--- src/rtl/text_overlay.sv ---
// Two-line, 16-character text window drawn at 2x scale; 3-clock pipeline out to the font ROM and back.
// Optional build macro TEXT_BLINK_EN: line 1 blinks on a 64-frame period (32 frames on, 32 off).
module text_overlay #(
    parameter int ORIGIN_X = 256,
    parameter int ORIGIN_Y = 160
) (
    input  logic       clk,
    input  logic       rst_n,
    input  logic [9:0] x,
    input  logic [9:0] y,
    input  logic       video_on_in,
    input  logic       hsync_in,
    input  logic       vsync_in,
    input  logic [1:0] screen_sel,
    output logic [7:0] ascii,
    output logic [3:0] row,
    input  logic [7:0] pixels,
    output logic       text_on,
    output logic       video_on_out,
    output logic       hsync_out,
    output logic       vsync_out
);
    localparam logic [10:0] X_LO  = 11'(ORIGIN_X);
    localparam logic [10:0] X_HI  = 11'(ORIGIN_X + 256);
    localparam logic [10:0] Y0_LO = 11'(ORIGIN_Y);
    localparam logic [10:0] Y0_HI = 11'(ORIGIN_Y + 16);
    localparam logic [10:0] Y1_LO = 11'(ORIGIN_Y + 32);
    localparam logic [10:0] Y1_HI = 11'(ORIGIN_Y + 48);

    localparam logic [127:0] STR_TITLE = "    BREAKOUT    ";
    localparam logic [127:0] STR_LOST  = "    YOU LOST    ";
    localparam logic [127:0] STR_WON   = "   YOU WIN )    ";
    localparam logic [127:0] STR_START = "  PRESS START   ";
    localparam logic [127:0] STR_BLANK = "                ";

    // Character 0 sits in the top byte of the packed string literal.
    function automatic logic [7:0] glyph(input logic [1:0] scr, input logic line1,
                                         input logic [3:0] idx);
        logic [127:0] s;
        if (scr == 2'd3)      s = STR_BLANK;
        else if (line1)       s = STR_START;
        else if (scr == 2'd0) s = STR_TITLE;
        else if (scr == 2'd1) s = STR_LOST;
        else                  s = STR_WON;
        return s[{~idx, 3'b000} +: 8];
    endfunction

    logic [10:0] x_w, y_w;
    logic        in_x, on_l0, on_l1, in_win;
    logic [6:0]  dx_half;
    logic [2:0]  dy_half;

    assign x_w    = {1'b0, x};
    assign y_w    = {1'b0, y};
    assign in_x   = (x_w >= X_LO) && (x_w < X_HI);
    assign on_l0  = (y_w >= Y0_LO) && (y_w < Y0_HI);
    assign on_l1  = (y_w >= Y1_LO) && (y_w < Y1_HI);
    assign in_win = in_x && (on_l0 || on_l1);
    // Line 1 is 32 rows below line 0, so both lines share the same low 4 bits of dy.
    assign dx_half = 7'((x[7:0] - 8'(ORIGIN_X)) >> 1);
    assign dy_half = 3'((y[3:0] - 4'(ORIGIN_Y)) >> 1);

    logic [7:0] ascii_q, ascii_d;
    logic [3:0] row_q, row_d;
    logic [2:0] bit_s1_q, bit_s2_q;
    logic       flag_s1_q, flag_s2_q, flag_d;
    logic       vis_s1_q, vis_s2_q, vis_d;
    logic       text_on_q;
    logic [2:0] vid_q, hs_q, vs_q;
    logic [1:0] screen_q, screen_d;
    logic       vsync_prev_q;
    logic       vsync_fall;

    assign vsync_fall = vsync_prev_q & ~vsync_in;

    always_comb begin
        ascii_d  = 8'h20;
        row_d    = 4'd0;
        flag_d   = 1'b0;
        if (in_win) begin
            ascii_d = glyph(screen_q, on_l1, dx_half[6:3]);
            row_d   = {1'b0, dy_half};
            flag_d  = video_on_in & (screen_q != 2'd3);
        end
        screen_d = vsync_fall ? screen_sel : screen_q;
    end

`ifdef TEXT_BLINK_EN
    logic [5:0] frame_cnt_q, frame_cnt_d;

    always_comb begin
        frame_cnt_d = frame_cnt_q;
        if (vsync_fall)
            frame_cnt_d = (screen_sel != screen_q) ? 6'd0 : frame_cnt_q + 6'd1;
    end

    assign vis_d = on_l0 | ~frame_cnt_q[5];

    always_ff @(posedge clk or negedge rst_n) begin
        if (!rst_n) frame_cnt_q <= 6'd0;
        else        frame_cnt_q <= frame_cnt_d;
    end
`else
    assign vis_d = 1'b1;
`endif

    always_ff @(posedge clk or negedge rst_n) begin
        if (!rst_n) begin
            ascii_q      <= 8'h20;
            row_q        <= 4'd0;
            bit_s1_q     <= 3'd0;
            flag_s1_q    <= 1'b0;
            vis_s1_q     <= 1'b0;
            bit_s2_q     <= 3'd0;
            flag_s2_q    <= 1'b0;
            vis_s2_q     <= 1'b0;
            text_on_q    <= 1'b0;
            vid_q        <= 3'b000;
            hs_q         <= 3'b111;
            vs_q         <= 3'b111;
            screen_q     <= 2'd0;
            vsync_prev_q <= 1'b1;
        end else begin
            ascii_q      <= ascii_d;
            row_q        <= row_d;
            bit_s1_q     <= dx_half[2:0];
            flag_s1_q    <= flag_d;
            vis_s1_q     <= vis_d;
            bit_s2_q     <= bit_s1_q;
            flag_s2_q    <= flag_s1_q;
            vis_s2_q     <= vis_s1_q;
            // ~bit selects pixels[7-bit]: bit 7 of the ROM row is the leftmost pixel.
            text_on_q    <= flag_s2_q & pixels[~bit_s2_q] & vis_s2_q;
            vid_q        <= {vid_q[1:0], video_on_in};
            hs_q         <= {hs_q[1:0], hsync_in};
            vs_q         <= {vs_q[1:0], vsync_in};
            screen_q     <= screen_d;
            vsync_prev_q <= vsync_in;
        end
    end

    assign ascii        = ascii_q;
    assign row          = row_q;
    assign text_on      = text_on_q;
    assign video_on_out = vid_q[2];
    assign hsync_out    = hs_q[2];
    assign vsync_out    = vs_q[2];
endmodule

--- config.mk ---
export PLATFORM = sky130hd
export DESIGN_NAME = text_overlay
export DESIGN_NICKNAME = d
export VERILOG_FILES = /design/src/rtl/text_overlay.sv
export SDC_FILE = /design/constraint.sdc
export NUM_CORES = 1
export LEC_CHECK = 0
export CORE_ASPECT_RATIO = 0.8
export CORE_MARGIN = 5
export CORE_UTILIZATION = 32
export CTS_BUF_LIST = sky130_fd_sc_hd__clkbuf_16
export DETAILED_ROUTE_END_ITERATION = 12
export PLACE_DENSITY_LB_ADDON = 0.3
export SYNTH_ARGS = -nofsm -noshare
export SYNTH_HDL_FRONTEND = slang
export SYNTH_SLANG_ARGS = --single-unit
--- constraint.sdc ---
create_clock -name clk -period 3.6 [get_ports clk]
set_input_delay 0.54 -clock clk [delete_from_list [all_inputs] [get_ports clk]]
set_output_delay 0.54 -clock clk [all_outputs]
set_load 0.1 [all_outputs]
==> impl_metrics.toml <==
[worst_setup_path]
worstSetupPathType = "reg -> out"
required_ns = 3.06
cp-end-kind = "output pin"
critPathBufInv = 1
cp_max_fo = 1
path_cells = "clkdlybuf4s50_1"
crit_family = "buffers and inverters"
cp_slowest_stage_delay_ns = 1.12
rr_startpoint = "screen_q[1]"
critPathArrivalTime_ns = 1.92
worstRegToRegCells = 5
cp.depth = 1
cp_slowest_cell = "clkdlybuf4s50_1"
cp-start-kind = "flop"
cp-startpoint = "vs_q[2]"

[sta]
finalCriticalPeriod_ns = 2.46
timing_worst_slew_pin_value_ns = 0.978
max_freq_mhz = 407
tns_ns = 0
hold_viol_final = 0
max_slew_margin_pct = 34.6
finalSetupViolCount = 0
finalMaxSlewViolations = 0
rsz0062_at_grt = "no"
clock_skew_ns = 0.00345
fin_crit_sh_pct = 68.3

[logic_synthesis]
yosysTopAreaCellShare_pct = 40.1
async_flop_share_pct = 100
synth_flop_cell = "dfrtp_1"
yosysUniqueCellTypes = 50
ys_ff_latch = 32
synth_edf_count = 0
postSynthAreaPerCell_um2 = 10.3
synth_cells = 152
synth.most_common_cell = "dfrtp_1"
yosys.area.top_type = "dfrtp_1"
synth-warning-count = 0
synthTopCellsByArea = "dfrtp_1 (40%), dfstp_2 (12%), nand2_1 (4.1%)"
ys_seq_area_share_pct = 51.9
synth_area_um2 = 1560
yosys-top-cells-count = "dfrtp_1 (25), nand2_1 (17), o21ai_0 (9), nor2_1 (8)"

[die]
start_util_pct = 33.5
die-width_um = 88.1
die_area_um2 = 6380
row_count = 22
die_y_um = 72.5
pin_count = 51
core_area_um2 = 4650

[global_routing]
met3_usage_pct = 4.54
grt_start_max_net_pins = 33
antenna_found_initial = 0
overflow = 0
grt_use_total_pct = 12.1
busiest_layer = "met2"
grt_pass1_wl_mm = 5.93
met2_usage_pct = 17.4
use_met1_pct = 16.9
first_global_vias = 1242

[place]
place_congestion = 0.909
dp_hpwl_mm = 2.67
placement.io_buffers = 46
placed_area_um2 = 2070

[hold_path]
hp-class = "reg -> reg"
hold_depth = 0
worstHoldStart = "vis_s1_q"

[clock_network]
clock_latency_ns = 0.27
h-tree-depth = 2
post_cts_buffers = 0
numCtsBuffers = 5
cts_resized = 0
cts_hold_buf = 0
clock_path_buffers = 2
cts_root_buf = "clkbuf_16"
numClockSinks = 32
cts.clk_slew.worst_paths_ns = 0.05
tritoncts = "built"

[power]
p_per_area_nw_per_um2 = 449
pwr-share-comb_pct = 15.1
pwr-share-seq_pct = 39.0
switching_share_pct = 23.9
peakVddDrop_v = 0.000260
internal_power_uw = 762
leakage_nw = 0.898
power_switching_uw = 239
clkPwrFrac_pct = 45.9
fin_total_pwr_mw = 1.00

[final_layout]
num-fill-cells = 440
final_layout_size_suffix_gt1_share_pct = 12.1
fin_nets = 233
fin_area_um2 = 2230
antennaDiodeCount = 0
syn2layout_area_growth_pct = 43.1

[route]
routed_wl_mm = 3.63
firstDrtPassIters = 5
wl_per_cell_um = 14.0
via_per_inst = 5.10
drc = 0
dr_total_vias = 1320
drtIter0Drc = 157
ant_nets = 0

[flow_run]
cap_violations = 0

[status]
run_status = "finished, final reports clean"
[registers in the layout (all words and copies together) (netlist names), 2 cells and up]
name / count
vid_q: 3
ascii: 7
screen_q: 2
hs_q: 3
vs_q: 3
bit_s2_q: 3
bit_s1_q: 3
row: 3
[through the flow]
step,cells,utilization [%],hold WS (ns),worst slack [ns]
after detailed placement,251,44.5,0.335,0.952
after floorplan,153,-,0.244,1.65
after global placement,251,44.5,0.331,0.966
after global routing,259,48.0,0.355,1.11
after CTS,259,48.0,0.346,1.13
final,259,48.0,0.346,1.14
[power groups by stage]
stage / clock network, mW / registers (mW) / logic, mW
floorplan: 0 / 0.403 / 0.0822
global placement: 0 / 0.396 / 0.151
detailed placement: 0 / 0.396 / 0.151
CTS: 0.471 / 0.390 / 0.151
global route: 0.488 / 0.393 / 0.164
finish: 0.460 / 0.390 / 0.151
[layout by cell type (no fill, tap or decap), types with 3 or more instances in the layout]
| master | synthesis | final |
|---|---|---|
| dfrtp_1 | 25 | 25 |
| o21ai_0 | 9 | 9 |
| nand2_1 | 17 | 17 |
| nor3b_1 | 3 | 3 |
| nor2b_1 | 3 | 3 |
| nand3_1 | 7 | 7 |
| conb_1 | 2 | 3 |
| nor2_1 | 8 | 8 |
| and2_1 | 3 | 3 |
| clkdlybuf4s50_1 | 0 | 46 |
| a31oi_1 | 3 | 3 |
| dfstp_2 | 7 | 7 |
| inv_1 | 3 | 3 |
| clkinv_1 | 1 | 3 |
| and3_1 | 4 | 4 |
| o21ai_1 | 5 | 5 |
| a21oi_1 | 5 | 5 |
| clkbuf_16 | 0 | 5 |
[cell type report]
class | instances | area [um2] | area share, %
flip-flops and latches | 32 | 810 | 36.3
multi-input cells | 106 | 691 | 30.9
repair buffers | 48 | 475 | 21.3
clock buffers | 5 | 125 | 5.61
well taps | 60 | 75.1 | 3.36
clock inverters | 3 | 37.5 | 1.68
inverters | 5 | 18.8 | 0.841
[worst paths after layout]
| check | endpoint | slack (ns) |
|---|---|---|
| max reg2reg | ascii[0] | 1.82 |
| max in group asynchronous | ascii[5] | 2.63 |
| max | vsync_out | 1.14 |
| min | vis_s2_q | 0.35 |
| min reg2reg | vis_s2_q | 0.35 |
| min in group asynchronous | screen_q[1] | 0.66 |
[per-layer routing]
metal	vias up	wire length [um]	part of all wire [%]
li1	641	-	-
met1	625	1630	45
met2	49	1650	45
met3	5	312	8.6
met4	0	37	1.0
met5	-	0	0
[cell families (layout without fill, tap and decap cells)]
group	count (synthesis)	count (layout)	synth area share [%]
xor+xnor	3	3	1.68
simple gates	54	54	19.6
flops	32	32	51.9
compound gates	43	43	18.7
buf+inv	15	61	4.09
other cells	2	3	0.481
mux	3	3	3.53
Power figures use the tool's default switching activity.
